File: src/rtl/fetch_sequencer.sv
// Fetch controller: owns the PC, issues one instruction-memory request at a time,
// buffers the returned word for decode and applies PC-relative branch redirects.
module fetch_sequencer #(
   parameter logic [31:0] RESET_PC = 32'h0000_0000,
   parameter int unsigned TIMEOUT  = 16
) (
   input  logic        clk,
   input  logic        rst,
   output logic        imem_req,
   output logic [31:0] imem_addr,
   input  logic        imem_ready,
   input  logic [31:0] imem_rdata,
   output logic        instr_valid,
   output logic [31:0] instr,
   output logic [31:0] instr_pc,
   input  logic        instr_ready,
   input  logic        redirect_en,
   input  logic [31:0] redirect_pc,
   input  logic [31:0] redirect_offset,
   output logic [31:0] pc_out,
   output logic        misalign_fault,
   output logic        timeout_fault
);

   localparam int unsigned XLEN  = 32;
   localparam int unsigned CNT_W = $clog2(TIMEOUT) + 1;
   localparam logic [CNT_W-1:0] CNT_LAST = CNT_W'(TIMEOUT - 1);

   typedef enum logic [2:0] {
      S_IDLE,
      S_REQ,
      S_WAIT,
      S_HOLD,
      S_FAULT
   } state_e;

   state_e            state_q, state_d;
   logic [XLEN-1:0]   pc_q, pc_d;
   logic [XLEN-1:0]   instr_q, instr_d;
   logic [XLEN-1:0]   instr_pc_q, instr_pc_d;
   logic [CNT_W-1:0]  cnt_q, cnt_d;
   logic              flush_q, flush_d;
   logic              mfault_q, mfault_d;
   logic              tfault_q, tfault_d;

   logic [XLEN-1:0]   target_c;
   logic              misalign_c;
   logic              timeout_c;

   assign target_c   = redirect_pc + redirect_offset;
   assign misalign_c = redirect_en && (target_c[1:0] != 2'b00);
   assign timeout_c  = !imem_ready && (cnt_q == CNT_LAST);

   // Next-state logic; a misaligned redirect faults from any live state.
   always_comb begin
      state_d    = state_q;
      pc_d       = pc_q;
      instr_d    = instr_q;
      instr_pc_d = instr_pc_q;
      cnt_d      = cnt_q;
      flush_d    = flush_q;
      mfault_d   = mfault_q;
      tfault_d   = tfault_q;

      unique case (state_q)
         S_IDLE: begin
            state_d = S_REQ;
            if (misalign_c) begin
               state_d  = S_FAULT;
               mfault_d = 1'b1;
            end else if (redirect_en) begin
               pc_d = target_c;
            end
         end

         S_REQ: begin
            cnt_d   = '0;
            state_d = S_WAIT;
            if (misalign_c) begin
               state_d  = S_FAULT;
               mfault_d = 1'b1;
            end else if (redirect_en) begin
               pc_d    = target_c;
               flush_d = 1'b1;
            end
         end

         S_WAIT: begin
            cnt_d = cnt_q + CNT_W'(1);
            if (timeout_c) begin
               state_d  = S_FAULT;
               tfault_d = 1'b1;
               if (misalign_c) mfault_d = 1'b1;
            end else if (misalign_c) begin
               state_d  = S_FAULT;
               mfault_d = 1'b1;
            end else if (imem_ready) begin
               // A response to a superseded fetch is dropped and the new target fetched.
               if (redirect_en || flush_q) begin
                  if (redirect_en) pc_d = target_c;
                  flush_d = 1'b0;
                  state_d = S_REQ;
               end else begin
                  instr_d    = imem_rdata;
                  instr_pc_d = pc_q;
                  pc_d       = pc_q + XLEN'(4);
                  state_d    = S_HOLD;
               end
            end else if (redirect_en) begin
               pc_d    = target_c;
               flush_d = 1'b1;
            end
         end

         S_HOLD: begin
            if (misalign_c) begin
               state_d  = S_FAULT;
               mfault_d = 1'b1;
            end else if (redirect_en) begin
               pc_d    = target_c;
               state_d = S_REQ;
            end else if (instr_ready) begin
               state_d = S_REQ;
            end
         end

         S_FAULT: begin
            state_d = S_FAULT;
         end

         default: begin
            state_d = S_IDLE;
         end
      endcase
   end

   always_ff @(posedge clk) begin
      if (!rst) begin
         state_q    <= S_IDLE;
         pc_q       <= RESET_PC;
         instr_q    <= '0;
         instr_pc_q <= '0;
         cnt_q      <= '0;
         flush_q    <= 1'b0;
         mfault_q   <= 1'b0;
         tfault_q   <= 1'b0;
      end else begin
         state_q    <= state_d;
         pc_q       <= pc_d;
         instr_q    <= instr_d;
         instr_pc_q <= instr_pc_d;
         cnt_q      <= cnt_d;
         flush_q    <= flush_d;
         mfault_q   <= mfault_d;
         tfault_q   <= tfault_d;
      end
   end

   assign imem_req       = (state_q == S_REQ);
   assign imem_addr      = imem_req ? pc_q : '0;
   assign instr_valid    = (state_q == S_HOLD);
   assign instr          = instr_q;
   assign instr_pc       = instr_pc_q;
   assign pc_out         = pc_q;
   assign misalign_fault = mfault_q;
   assign timeout_fault  = tfault_q;

endmodule

File: config.mk
export PLATFORM = sky130hd
export DESIGN_NAME = fetch_sequencer
export DESIGN_NICKNAME = d
export VERILOG_FILES = /design/src/rtl/fetch_sequencer.sv
export SDC_FILE = /design/constraint.sdc
export NUM_CORES = 1
export LEC_CHECK = 0
export CAP_MARGIN = 10
export CORE_UTILIZATION = 41
export DETAILED_ROUTE_END_ITERATION = 10
export PLACE_DENSITY_LB_ADDON = 0.2
export SLEW_MARGIN = 0
export SYNTH_ARGS = -nofsm -noshare
export SYNTH_HDL_FRONTEND = slang
export SYNTH_SLANG_ARGS = --single-unit
File: constraint.sdc
create_clock -name clk -period 2.8 [get_ports clk]
set_input_delay 0.7 -clock clk [delete_from_list [all_inputs] [get_ports clk]]
set_output_delay 0.7 -clock clk [all_outputs]
set_load 0.02 [all_outputs]
* Word level (Yosys, flattened, before mapping)
Index checks and enable logic that the tools add are counted.
** Storage, ports and cells
- Latch bits :: 0
- Memories :: 0
- Bits in registers :: 107
- RAM bits :: 0
- Word-level logic and storage cells :: 68
- ROM bits :: 0
** Cells by class
- Bitwise gates (word level) :: 3
- $mul :: 0
- Div/mod/pow operators :: 0
- Order comparisons :: 0
- Muxes and demuxes :: 26
- Shift operators :: 0
- Reductions and logical operators :: 16
- Eq/ne operators :: 12
- Add/sub/neg operators :: 3
** Operators with widths (number)
- 32-bit 2-to-1 mux :: 7
- 32-bit case mux with 2 select lines :: 1
- 32-bit by 3-bit adder with 32-bit output, second input constant :: 1
- 32-bit adder :: 1
- 3-bit 2-to-1 mux :: 8
- 3-bit case mux with 5 select lines :: 1
- 5-bit case mux with 2 select lines :: 1
- 5-bit AND reduction :: 2
- 2-bit != test, second input constant :: 4
- 3-bit by 2-bit equality test with 1-bit output, second input constant :: 2
- 1-bit 2-to-1 mux :: 6
- 2-bit AND reduction :: 3
- 2-bit nonzero test :: 3
- 5-bit by 1-bit adder with 5-bit output, second input constant :: 1
- 5-bit by 4-bit equality test with 1-bit output, second input constant :: 1
- 4-bit by 1-bit != test with 1-bit output, second input constant :: 1
- 4-bit != test, second input constant :: 1
- 4-bit AND reduction :: 1
- 4-bit OR reduction :: 1
- 3-bit by 1-bit equality test with 1-bit output, second input constant :: 1
- 3-bit equality test, second input constant :: 1
- 3-bit zero test :: 1
- 3-bit != test, second input constant :: 1
- 1-bit NOT :: 3
- other kinds (6) :: 7

* Longest topological paths before layout
- Depth in word-level cells :: 7
- Mapped depth :: 12
- Depth with buffers taken out :: 12

* Worst setup path after synthesis
Ideal clock, no wire load.
- Path type :: input port to flip-flop
- Start :: input port redirect_pc[0]
- End :: register pc_q[26] (netlist: pc_out[26])
- Required time :: 2.681 ns
- Path slack :: -0.097 ns
- Stages :: 12
- Arrival time :: 2.778 ns
- Path buffers :: 0
- Library setup time :: 0.119 ns
- Cells stage by stage :: ha_1 inv_1 fa_1 nor2b_1 o2111ai_1 nand3_1 a21oi_2 o221a_2 o31a_4 xnor2_1 a221oi_2 nor2_1
** On the way
- Cells in the longest elaborated chain, start to end :: 7
- Elaborated cells on any way between the ends :: 13
- Classes of those cells :: 1 x add/sub; 2 x eq/ne; 7 x mux; 3 x reduce/logical
** RTL lines
- start: declaration :: RTL line 18 : input logic [31:0] redirect_pc,
- 32-bit adder (*) :: RTL line 50 : assign target_c = redirect_pc + redirect_offset;
- 32-bit 2-to-1 mux
- 32-bit 2-to-1 mux :: RTL line 99 : if (redirect_en || flush_q) begin
- 32-bit 2-to-1 mux :: RTL line 97 : end else if (imem_ready) begin
- 32-bit 2-to-1 mux :: RTL line 94 : end else if (misalign_c) begin
- 32-bit 2-to-1 mux :: RTL line 90 : if (timeout_c) begin
- 32-bit case mux with 2 select lines :: RTL line 65 : unique case (state_q)
- end signal: assignment :: RTL line 149 : pc_q <= pc_d;
- end: declaration :: RTL line 38 : logic [XLEN-1:0] pc_q, pc_d;
Every way passes the cells marked *; elsewhere a longest branch is shown, timed or not. The select of a mux whose other input is x is not followed.
A chain may end at the register's enable or synchronous reset.

* Final worst setup path
- Start :: input port redirect_pc[7]
- End :: register pc_q[26] (netlist: pc_out[26])
** On the way
- Cells in the longest elaborated chain, start to end :: 7
- Elaborated cells on any way between the ends :: 8
- Classes of those cells :: 1 x add/sub; 7 x mux
** RTL lines (RTL line)
- 32-bit adder (*) :: 50
- 32-bit 2-to-1 mux (*)
- 32-bit 2-to-1 mux :: 99
- 32-bit 2-to-1 mux :: 97
- 32-bit 2-to-1 mux :: 94
- 32-bit 2-to-1 mux :: 90
- 32-bit case mux with 2 select lines (*) :: 65
Marks and branches as above.

==> flow_summary.yaml <==
status:
  run_status: "complete, no violations"
route:
  antenna_left: 0
  wl_mm: 20.9
  wire_per_inst_um: 15.4
  drt_pre_antenna_iters: 5
  via_count: 7210
  drc_errors: 0
  detail_route.iter0.violations: 561
  avgViaCountPerCell: 5.32
floorplan:
  core_area_um2: 14800
  fp-row-count: 44
  design.die.area_um2: 15900
  floorplan.die.height_um: 126
  io-pin-count: 233
  effective_utilization_at_floorplan_pct: 42.7
  fp.dieW_um: 126
critical_path:
  critPathKind: "in2reg"
  endpoint_kind: "flop"
  worst-endpoint-required_ns: 3.04
  worst_ep_arrival_time_ns: 2.99
  critical_path_fanouts_max: 4
  cp-start-kind: "input port"
synthesis:
  post-synth-top-area-cell: "dfxtp_1"
  syn_inst: 849
  synth_simple_gate_area_share_pct: 26.0
  number_of_enable_flip_flop_cells_after_synthesis: 0
  netlist_top_cells_area: "dfxtp_1 (34%), nand2_1 (10%), a21oi_1 (9.4%), ha_1 (6.7%), nor2_1 (3.7%)"
  synth_top_flop_cell: "dfxtp_1"
  mappedNetlistNets: 985
  ys_seq_area_share_pct: 34.0
  synth_xor_area_share_pct: 3.33
  synth.lib_cells_used.distinct: 57
  dominant_combinational_cell_family_by_area_after_synthesis: "simple AND/OR/NAND/NOR gates"
  asyncSetResetFlopFracSynth_pct: 0
  synthesized_area_fraction_occupied_by_ao_oa_aoi_and_oai_cells_pct: 24.7
  syn-mean-instance-area_um2: 7.43
  adder_cell_area_share_of_the_yosys_netlist_pct: 7.06
  synth.area.mux_share_pct: 0.655
  synth-seq-cells: 107
  synth.cell_area_um2: 6310
  synth.top_cell.area_share_pct: 34.0
  synth_warnings: 0
clock_network:
  cts_tree: "done"
  cts_inserted_buffers: 9
  root_buffer: "clkbuf_16"
  clock_sinks: 107
  cts.htree.levels: 3
  clkTransAtPathRegs_ns: 0.07
  clock_latency_ns: 0.35
  ctsHoldBuffers: 0
  clk_path_buf_depth: 2
layout:
  layout.nets: 1302
  n_fill_cell: 1211
  area_growth_syn_to_layout_pct: 63.6
  fraction_of_final_layout_cells_with_drive_strength_greater_than_1_pct: 17.0
  finalCoreUtilization_pct: 69.9
  insertedDiodeCount: 0
sta:
  layout_worst_path_cycle_share_pct: 98.2
  tightestPinTransition_ns: 0.716
  timing.final.hold_violations: 0
  timing.fmax_mhz: 364
  setup_viol_count_final: 0
  finalCriticalPeriod_ns: 2.75
  fin_skew_ns: 0.00770
  final-max-slew-violation-count: 0
  max-slew-margin-rel_pct: 52.0
  final_critical_path_setup_slack_ns: 0.0516
  rsz0062_at_grt: "true"
power_and_ir_drop:
  cell_internal_pwr_mw: 2.96
  clock_power_share_pct: 27.9
  power_frac_seq_pct: 38.8
  static_leakage_power_nw: 4.17
  cellPowerDensity_nw_per_um2: 425
  ir_worst_vdd_mv: 0.272
  switching_share_pct: 32.6
  relative_contribution_of_combinational_cells_to_total_power_pct: 33.3
  power.net_switching_mw: 1.43
placement:
  placement.io_buffers: 232
  place_congestion: 0.905
  detailedPlace.worstSlack_ns: -0.599
  detailed_place_hpwl_mm: 15.0
grt:
  antenna_found_initial: 0
  first_global_vias: 6587
  grt_max_degree: 49
  grt_overflow_total: 0
  wire_length_of_the_first_global_routing_pass_mm: 32.7
  grt.total_usage_pct: 25.2
worst_hold_path:
  holdCritPathClass: "reg2reg"
run:
  drv_cap: 0
synthesized netlist by cell type (15+ instances only):
library cell	n
clkbuf_1	35
xor2_1	17
and3_1	15
nor2_1	62
nand2_1	170
ha_1	34
a21oi_1	118
a21o_1	22
nand3_1	15
nor3_1	16
dfxtp_1	107
o21ai_0	37
and2_1	37
sequential cells by signal (all words and copies together), names as in the netlist:
| name | cells |
|---|---|
| cnt_q | 5 |
| misalign_fault | 1 |
| flush_q | 1 |
| pc_out | 32 |
| state_q | 3 |
| instr_pc | 32 |
| timeout_fault | 1 |
| instr | 32 |
area by class of cell:
| cell class | instances | area (um2) | share of cell area, % |
|---|---|---|---|
| Clock buffer | 9 | 225 | 2.18 |
| Clock inverter | 6 | 57.6 | 0.558 |
| Inverter | 12 | 45.0 | 0.437 |
| Multi-Input combinational cell | 676 | 4250 | 41.2 |
| Sequential cell | 107 | 2140 | 20.8 |
| Tap cell | 184 | 230 | 2.23 |
| Timing Repair Buffer | 360 | 3370 | 32.7 |
cell families after synthesis:
logic type / after synthesis
adder cells (fa/ha/maj): 35
flip-flops: 107
multiplexers: 4
XOR/XNOR: 24
AND/OR/NAND/NOR: 358
AO/OA/AOI/OAI: 255
buffers and inverters: 66
final timing paths:
path	startpoint	end	slack (ns)	cells after the start
worst max-delay path	redirect_pc[7]	pc_out[26]$_SDFFE_PN0P_	0.05	11
worst min-delay path	instr_pc[18]$_SDFFE_PN0P_	instr_pc[18]$_SDFFE_PN0P_	0.45	2
worst max register to register	cnt_q[0]$_SDFFE_PN0P_	pc_out[19]$_SDFFE_PN0P_	0.34	11
worst min register to register	instr_pc[18]$_SDFFE_PN0P_	instr_pc[18]$_SDFFE_PN0P_	0.45	2
stage by stage:
step / cells / TNS, ns / total power, mW / area [um2] / hold WS [ns]
detailed placement: 1328 / -47.16 / 3.08 / 9550 / 0.445
floorplan: 849 / -0.0105 / 2.39 / 6310 / 0.454
global route: 1354 / -0.213 / 4.61 / 10300 / 0.469
global placement: 1328 / -44.82 / 3.07 / 9550 / 0.440
finish: 1354 / 0 / 4.39 / 10300 / 0.454
CTS: 1349 / 0 / 4.33 / 10000 / 0.455
layer usage:
metal	vias to the layer above	global-route usage [%]	routed length, um
met5	-	0	0
met4	0	7.94	355
met3	32	4.12	1310
met2	308	40.3	9520
met1	3244	34.7	9720
li1	3626	-	-
power groups by stage:
stage | Combinational, mW | Clock, mW | Sequential, mW
global placement | 1.33 | 0 | 1.73
floorplan | 0.606 | 0 | 1.78
finish | 1.46 | 1.22 | 1.70
CTS | 1.39 | 1.24 | 1.70
detailed placement | 1.34 | 0 | 1.74
global route | 1.58 | 1.31 | 1.72
repair_timing:
item,CTS,global route
pin swaps,30,30
buffers inserted,6,4
endpoints found under the setup margin,89,23
gates cloned,0,1
resized for setup,42,49
cells in the final DEF, fill, tap and decap left out, types with 14 or more instances in the layout:
| cell type | instances |
|---|---|
| clkdlybuf4s50_1 | 202 |
| a21oi_1 | 116 |
| dlymetal6s2s_1 | 16 |
| a21o_1 | 22 |
| nor2_1 | 60 |
| nand2_1 | 169 |
| nor3_1 | 14 |
| o21ai_0 | 33 |
| ha_1 | 20 |
| and3_1 | 14 |
| dfxtp_1 | 107 |
| and2_1 | 37 |
| xor2_1 | 16 |
| buf_4 | 120 |
critical path, stage by stage:
cell	delay, ns
clkdlybuf4s50_1	0.45
ha_4	0.30
o21ai_1	0.06
nand2b_1	0.11
nor3b_2	0.19
a21oi_2	0.09
o221a_4	0.29
o31a_4	0.37
xnor2_2	0.14
a221oi_2	0.21
nor2_1	0.07
Power figures use the tool's default switching activity.
